`config.mk`:
```
export PLATFORM = sky130hd
export DESIGN_NAME = button_conditioner_flat
export DESIGN_NICKNAME = d
export VERILOG_FILES = /design/src/rtl/meter_pkg.sv /design/src/rtl/button_conditioner_if.sv /design/src/rtl/btn_debounce.sv /design/src/rtl/button_conditioner.sv /design/src/flat_wrapper.sv
export SDC_FILE = /design/constraint.sdc
export NUM_CORES = 1
export LEC_CHECK = 0
export ABC_AREA = 1
export CORE_MARGIN = 4
export CORE_UTILIZATION = 40
export CTS_BUF_LIST = sky130_fd_sc_hd__clkbuf_16
export DETAILED_ROUTE_END_ITERATION = 10
export PLACE_DENSITY = 0.66
export RECOVER_POWER = 100
export SYNTH_ARGS = -nofsm -noshare
export SYNTH_HDL_FRONTEND = slang
export SYNTH_HIERARCHICAL = 1
export SYNTH_SLANG_ARGS = --single-unit
```
`constraint.sdc`:
```
create_clock -name clk -period 1.6 [get_ports clk]
set_input_delay 0.48 -clock clk [delete_from_list [all_inputs] [get_ports clk]]
set_output_delay 0.48 -clock clk [all_outputs]
set_load 0.05 [all_outputs]
```
`src/rtl/meter_pkg.sv`:
```
// ============================================================================
// Module   : meter_pkg
// Purpose  : Shared channel indices, debounce state encoding and arbiter helper
// Revision : 1.0 - initial release
// ============================================================================
`default_nettype none

package meter_pkg;

   localparam int CH_RST1 = 0;
   localparam int CH_RST2 = 1;
   localparam int CH_ADD1 = 2;
   localparam int CH_ADD2 = 3;
   localparam int CH_ADD3 = 4;
   localparam int CH_ADD4 = 5;
   localparam int NUM_CH  = 6;

   typedef enum logic [1:0] {
      IDLE      = 2'd0,
      PRESS_CNT = 2'd1,
      HELD      = 2'd2,
      REL_CNT   = 2'd3
   } db_state_e;

   // One-hot of the lowest set bit; bit 0 has the highest priority.
   function automatic logic [NUM_CH-1:0] lowest_set(input logic [NUM_CH-1:0] req);
      logic [NUM_CH-1:0] g;
      g = '0;
      for (int i = NUM_CH - 1; i >= 0; i--) begin
         if (req[i]) begin
            g    = '0;
            g[i] = 1'b1;
         end
      end
      return g;
   endfunction

endpackage

`default_nettype wire

```
`src/rtl/button_conditioner_if.sv`:
```
// ============================================================================
// Module   : button_conditioner_if
// Purpose  : Raw button levels in, single-cycle meter command pulses out
// Revision : 1.0 - initial release
// ============================================================================
`default_nettype none

interface button_conditioner_if;

   logic btn_add1;
   logic btn_add2;
   logic btn_add3;
   logic btn_add4;
   logic btn_rst1;
   logic btn_rst2;

   logic add1;
   logic add2;
   logic add3;
   logic add4;
   logic rst1;
   logic rst2;

   modport master (
      output btn_add1, btn_add2, btn_add3, btn_add4, btn_rst1, btn_rst2,
      input  add1, add2, add3, add4, rst1, rst2
   );

   modport slave (
      input  btn_add1, btn_add2, btn_add3, btn_add4, btn_rst1, btn_rst2,
      output add1, add2, add3, add4, rst1, rst2
   );

endinterface

`default_nettype wire

```
`src/rtl/btn_debounce.sv`:
```
// ============================================================================
// Module   : btn_debounce
// Purpose  : 2-flop synchroniser plus press/release debounce FSM for one button
// Revision : 1.0 - initial release
// ============================================================================
`default_nettype none

module btn_debounce
   import meter_pkg::*;
#(
   parameter int DB_CYCLES = 3,
   parameter int CNT_W     = 4
) (
   input  logic clk,
   input  logic rst,
   input  logic raw_i,
   output logic press_o
);

   localparam logic [CNT_W-1:0] DB_LAST = CNT_W'(DB_CYCLES);

   logic            sync1_q;
   logic            sync2_q;
   db_state_e       state_q;
   db_state_e       state_d;
   logic [CNT_W-1:0] cnt_q;
   logic [CNT_W-1:0] cnt_d;
   logic [CNT_W-1:0] cnt_inc;

   always_ff @(posedge clk or posedge rst) begin
      if (rst) begin
         sync1_q <= 1'b0;
         sync2_q <= 1'b0;
         state_q <= IDLE;
         cnt_q   <= '0;
      end else begin
         sync1_q <= raw_i;
         sync2_q <= sync1_q;
         state_q <= state_d;
         cnt_q   <= cnt_d;
      end
   end

   assign cnt_inc = cnt_q + CNT_W'(1);

   // press_o is a combinational strobe so the pending bit lands on the accepting edge.
   always_comb begin
      state_d = state_q;
      cnt_d   = cnt_q;
      press_o = 1'b0;
      case (state_q)
         IDLE: begin
            if (sync2_q) begin
               if (DB_CYCLES == 1) begin
                  state_d = HELD;
                  cnt_d   = '0;
                  press_o = 1'b1;
               end else begin
                  state_d = PRESS_CNT;
                  cnt_d   = CNT_W'(1);
               end
            end
         end
         PRESS_CNT: begin
            if (!sync2_q) begin
               state_d = IDLE;
               cnt_d   = '0;
            end else if (cnt_inc == DB_LAST) begin
               state_d = HELD;
               cnt_d   = '0;
               press_o = 1'b1;
            end else begin
               cnt_d = cnt_inc;
            end
         end
         HELD: begin
            if (!sync2_q) begin
               if (DB_CYCLES == 1) begin
                  state_d = IDLE;
                  cnt_d   = '0;
               end else begin
                  state_d = REL_CNT;
                  cnt_d   = CNT_W'(1);
               end
            end
         end
         REL_CNT: begin
            if (sync2_q) begin
               state_d = HELD;
               cnt_d   = '0;
            end else if (cnt_inc == DB_LAST) begin
               state_d = IDLE;
               cnt_d   = '0;
            end else begin
               cnt_d = cnt_inc;
            end
         end
         default: begin
            state_d = IDLE;
            cnt_d   = '0;
         end
      endcase
   end

endmodule

`default_nettype wire

```
`src/rtl/button_conditioner.sv`:
```
// ============================================================================
// Module   : button_conditioner
// Purpose  : Six debounced buttons, one-deep press queue, priority-serialised pulses
// Revision : 1.0 - initial release
// ============================================================================
`default_nettype none

module button_conditioner
   import meter_pkg::*;
#(
   parameter int DB_CYCLES = 3,
   parameter int CNT_W     = 4
) (
   input  logic                 clk,
   input  logic                 rst,
   button_conditioner_if.slave  bus
);

   logic [NUM_CH-1:0] raw;
   logic [NUM_CH-1:0] press;
   logic [NUM_CH-1:0] grant;
   logic [NUM_CH-1:0] pend_q;
   logic [NUM_CH-1:0] pend_d;
   logic [NUM_CH-1:0] out_q;

   assign raw[CH_RST1] = bus.btn_rst1;
   assign raw[CH_RST2] = bus.btn_rst2;
   assign raw[CH_ADD1] = bus.btn_add1;
   assign raw[CH_ADD2] = bus.btn_add2;
   assign raw[CH_ADD3] = bus.btn_add3;
   assign raw[CH_ADD4] = bus.btn_add4;

   generate
      for (genvar ch = 0; ch < NUM_CH; ch++) begin : g_ch
         btn_debounce #(
            .DB_CYCLES (DB_CYCLES),
            .CNT_W     (CNT_W)
         ) u_debounce (
            .clk     (clk),
            .rst     (rst),
            .raw_i   (raw[ch]),
            .press_o (press[ch])
         );
      end
   endgenerate

   // A new press on the channel being granted this cycle stays queued.
   assign grant  = lowest_set(pend_q);
   assign pend_d = (pend_q & ~grant) | press;

   always_ff @(posedge clk or posedge rst) begin
      if (rst) begin
         pend_q <= '0;
         out_q  <= '0;
      end else begin
         pend_q <= pend_d;
         out_q  <= grant;
      end
   end

   assign bus.rst1 = out_q[CH_RST1];
   assign bus.rst2 = out_q[CH_RST2];
   assign bus.add1 = out_q[CH_ADD1];
   assign bus.add2 = out_q[CH_ADD2];
   assign bus.add3 = out_q[CH_ADD3];
   assign bus.add4 = out_q[CH_ADD4];

endmodule

`default_nettype wire
```
`src/flat_wrapper.sv`:
```
// flat-port wrapper written by rule: the top's interface ports become plain ports
module button_conditioner_flat import meter_pkg::*;
#(
   parameter int DB_CYCLES = 3,
   parameter int CNT_W     = 4
)
  (clk, rst, bus_btn_add1, bus_btn_add2, bus_btn_add3, bus_btn_add4, bus_btn_rst1, bus_btn_rst2, bus_add1, bus_add2, bus_add3, bus_add4, bus_rst1, bus_rst2);
  button_conditioner_if bus_i ();
  input  logic clk;
  input  logic rst;
  input wire logic [$bits(bus_i.btn_add1)-1:0] bus_btn_add1;
  input wire logic [$bits(bus_i.btn_add2)-1:0] bus_btn_add2;
  input wire logic [$bits(bus_i.btn_add3)-1:0] bus_btn_add3;
  input wire logic [$bits(bus_i.btn_add4)-1:0] bus_btn_add4;
  input wire logic [$bits(bus_i.btn_rst1)-1:0] bus_btn_rst1;
  input wire logic [$bits(bus_i.btn_rst2)-1:0] bus_btn_rst2;
  output wire logic [$bits(bus_i.add1)-1:0] bus_add1;
  output wire logic [$bits(bus_i.add2)-1:0] bus_add2;
  output wire logic [$bits(bus_i.add3)-1:0] bus_add3;
  output wire logic [$bits(bus_i.add4)-1:0] bus_add4;
  output wire logic [$bits(bus_i.rst1)-1:0] bus_rst1;
  output wire logic [$bits(bus_i.rst2)-1:0] bus_rst2;
  assign bus_i.btn_add1 = bus_btn_add1;
  assign bus_i.btn_add2 = bus_btn_add2;
  assign bus_i.btn_add3 = bus_btn_add3;
  assign bus_i.btn_add4 = bus_btn_add4;
  assign bus_i.btn_rst1 = bus_btn_rst1;
  assign bus_i.btn_rst2 = bus_btn_rst2;
  assign bus_add1 = bus_i.add1;
  assign bus_add2 = bus_i.add2;
  assign bus_add3 = bus_i.add3;
  assign bus_add4 = bus_i.add4;
  assign bus_rst1 = bus_i.rst1;
  assign bus_rst2 = bus_i.rst2;
  button_conditioner #(.DB_CYCLES(DB_CYCLES), .CNT_W(CNT_W)) u_core (.clk(clk), .rst(rst), .bus(bus_i));
endmodule
```
==> flow_metrics.tcl <==
set metrics [dict create \
    outcome "completed" \
    critPathCaptureType "register" \
    cp-start-kind "register" \
    postSynthCellCount 332 \
    pwr-share-clk 0.339 \
    fin_skew_ns 0.00320 \
    wirelength_mm 4.82 \
    clk_pin_slew_ns 0.05 \
    grt_antenna_before_repair 0 \
    finalSetupTns_ns 0 \
    dieArea_um2 8810 \
    grt_pass1_wl_mm 8.60 \
    ios 14 \
    clk_latency_ns 0.32 \
    synth.area.top_cells "dfrtp_1, nand2_1, inv_1" \
    core_um2 7210 \
    dr.first_iter.drc_count 88 \
    firstDrtPassIters 4 \
    grt_max_degree 13 \
    cts_tree "done" \
    portBuffers 13 \
    synth-edff-count 0 \
    floorplan.die.width_um 93.9 \
    syn_nets 352 \
    grt_pass1_vias 2038 \
    ys_seq_elements 60 \
    cp_data_arrival_time_ns 1.69 \
    fmaxAchievable_mhz 700 \
    seq_area_frac_synth 0.509 \
    p_per_area_nw_per_um2 1690 \
    cts_buffers 9 \
    vias 2096 \
    area_growth_syn_to_layout_pct 15.4 \
    syn_avg_cell_area_um2 8.88 \
    initial_core_util 0.409 \
    synthArstFlopShare 1.00 \
    synth_cell_types 24 \
    crit_chain "ha_1 > inv_1 > nand2_1 > nand2_1 > nor2_1 > nand3_4 > nor2_1 > inv_1 > nand2_1" \
    cpMostUsedCell "nand2_1" \
    drc 0 \
    drtAntennaViolNets 0 \
    period_share 0.892 \
    cts-root-buf "clkbuf_16" \
    synthTopCellsByCount "nand2_1, inv_1, dfrtp_1" \
    overflow 0 \
    required_ns 1.86 \
    peakVddDrop_mv 0.615 \
    combPwrFrac 0.266 \
    finalSetupViolations 0 \
    ys.flop_type "dfrtp_1" \
    antennaDiodeCount 0 \
    cts_resized 0 \
    slowest_stage "dfrtp_1" \
    dp_hpwl_mm 3.59 \
    dp_slack_ns 0.150 \
    drive_gt1_frac 0.119 \
    period_minus_slack_ns 1.43 \
    fillCellCount 698 \
    gp_congestion 0.806 \
    cts.sinks 60 \
    cts_buffer_depth 2 \
    worst-path-max-fanout 5 \
    synth_top_cell_area_share 0.509 \
    rsz0062_at_grt "false" \
    crit_type "register to register" \
    p_int_w 0.00376 \
    yosysMostFrequentCell "nand2_1" \
    path_buf_inv 2 \
    slew_headroom 0.622 \
    pwr-share-seq 0.395 \
    maxCapViolCount 0 \
    fin_ws_ns 0.172 \
    slew_viol_final 0 \
    finalHoldViolCount 0 \
    cts_hold_buf 0 \
    cts_max_level 3 \
    grt_usage 0.124 \
    wire_per_inst_um 10.5 \
    ys.warnings.count 6 \
    die-height_um 93.9 \
    synthesis.area_um2 2950 \
    yosys.area.top_type "dfrtp_1" \
    switching_share 0.347 \
    post_drt_via_cell_ratio 4.56 \
    fin_nets 376 \
    critical_path.top_delay_family "simple AND/OR/NAND/NOR gates" \
    p_leak_nw 1.74 \
    tightestPinTransition_ns 0.563 \
    rows 31 \
    cpPeakStageDelay_ns 0.42 \
    cts_setup_buffers 0 \
    hp-class "register to register" \
    p_switching_w 0.00200 \
]
[worst paths after layout]
| check | from | to | slack [ns] | cells past startpoint |
|---|---|---|---|---|
| max | u_core/g_ch[3].u_debounce/cnt_q[1] | u_core/pend_q[3] | 0.17 | 9 |
| min | u_core/g_ch[3].u_debounce/sync1_q | u_core/g_ch[3].u_debounce/sync2_q | 0.34 | 0 |
| max reg2reg | u_core/g_ch[3].u_debounce/cnt_q[1] | u_core/pend_q[3] | 0.17 | 9 |
| min reg2reg | u_core/g_ch[3].u_debounce/sync1_q | u_core/g_ch[3].u_debounce/sync2_q | 0.34 | 0 |
| max in group asynchronous | rst | u_core/pend_q[5] | 0.49 | 2 |
| min in group asynchronous | rst | u_core/g_ch[4].u_debounce/cnt_q[0] | 0.74 | 2 |
[layout by cell type, fill, tap and decap left out, types with 6 or more instances in the layout]
| master | netlist | layout |
|---|---|---|
| nand3_1 | 24 | 25 |
| o21ai_1 | 12 | 8 |
| o21ai_0 | 3 | 7 |
| nand4_1 | 9 | 9 |
| inv_1 | 62 | 64 |
| nand2_1 | 82 | 90 |
| nand2_2 | 16 | 8 |
| ha_1 | 12 | 12 |
| nor2_1 | 14 | 17 |
| dfrtp_1 | 60 | 60 |
| clkbuf_2 | 0 | 6 |
| nor2_4 | 10 | 7 |
| clkbuf_16 | 0 | 9 |
| dlygate4sd3_1 | 0 | 7 |
[routing by layer]
layer | vias to the layer above | global-route usage | part of all wire
met5 | - | 0 | 0
met4 | 0 | 0.0457 | 0.015
met3 | 6 | 0.0489 | 0.034
met2 | 23 | 0.203 | 0.48
met1 | 977 | 0.147 | 0.47
li1 | 1090 | - | -
[kinds of logic after synthesis]
family                   synth area share
flip-flops                          0.509
XOR/XNOR                           0.0165
buffers and inverters              0.0840
adder cells (fa/ha/maj)            0.0509
AO/OA/AOI/OAI                      0.0569
AND/OR/NAND/NOR                     0.283
[flip-flops by register name, indices dropped and copies added (netlist names), named ones only]
name                            flops
u_core/g_ch.u_debounce/cnt_q       24
u_core/out_q                        6
u_core/pend_q                       6
u_core/g_ch.u_debounce/sync2_q      6
u_core/g_ch.u_debounce/sync1_q      6
u_core/g_ch.u_debounce/state_q      6
[worst reg2reg max path, stage by stage, from the launching register on]
cell and delay [ns]:
dfrtp_1 0.42, ha_1 0.21, inv_1 0.05, nand2_1 0.05, nand2_1 0.07, nor2_1 0.24, nand3_4 0.13, nor2_1 0.10
inv_1 0.05, nand2_1 0.05
[layout make-up]
cell class | instances | area (um^2) | area share
Multi-Input combinational cell | 206 | 1120 | 0.330
Clock inverter | 7 | 83.8 | 0.0246
Inverter | 66 | 248 | 0.0728
Tap cell | 99 | 124 | 0.0364
Timing Repair Buffer | 13 | 100 | 0.0294
Clock buffer | 9 | 225 | 0.0662
Sequential cell | 60 | 1500 | 0.441
[stage by stage]
stage | utilization | total power [W] | hold slack, ns | instance area (um^2) | cells
5_1_grt | 0.472 | 0.00620 | 0.355 | 3400 | 460
6_report | 0.472 | 0.00576 | 0.345 | 3400 | 460
4_1_cts | 0.495 | 0.00602 | 0.346 | 3570 | 460
2_1_floorplan | - | 0.00361 | 0.296 | 2950 | 332
3_5_place_dp | 0.452 | 0.00401 | 0.335 | 3260 | 444
3_3_place_gp | 0.452 | 0.00395 | 0.333 | 3260 | 444
[power by group through the flow]
stage          logic, W  registers (W)  clock network, W
6_report        0.00153        0.00228           0.00195
5_1_grt         0.00179        0.00234           0.00207
4_1_cts         0.00171        0.00230           0.00201
3_5_place_dp    0.00170        0.00232                 0
3_3_place_gp    0.00165        0.00230                 0
2_1_floorplan   0.00135        0.00226                 0
Note: power is estimated with default switching activity, not from simulation.
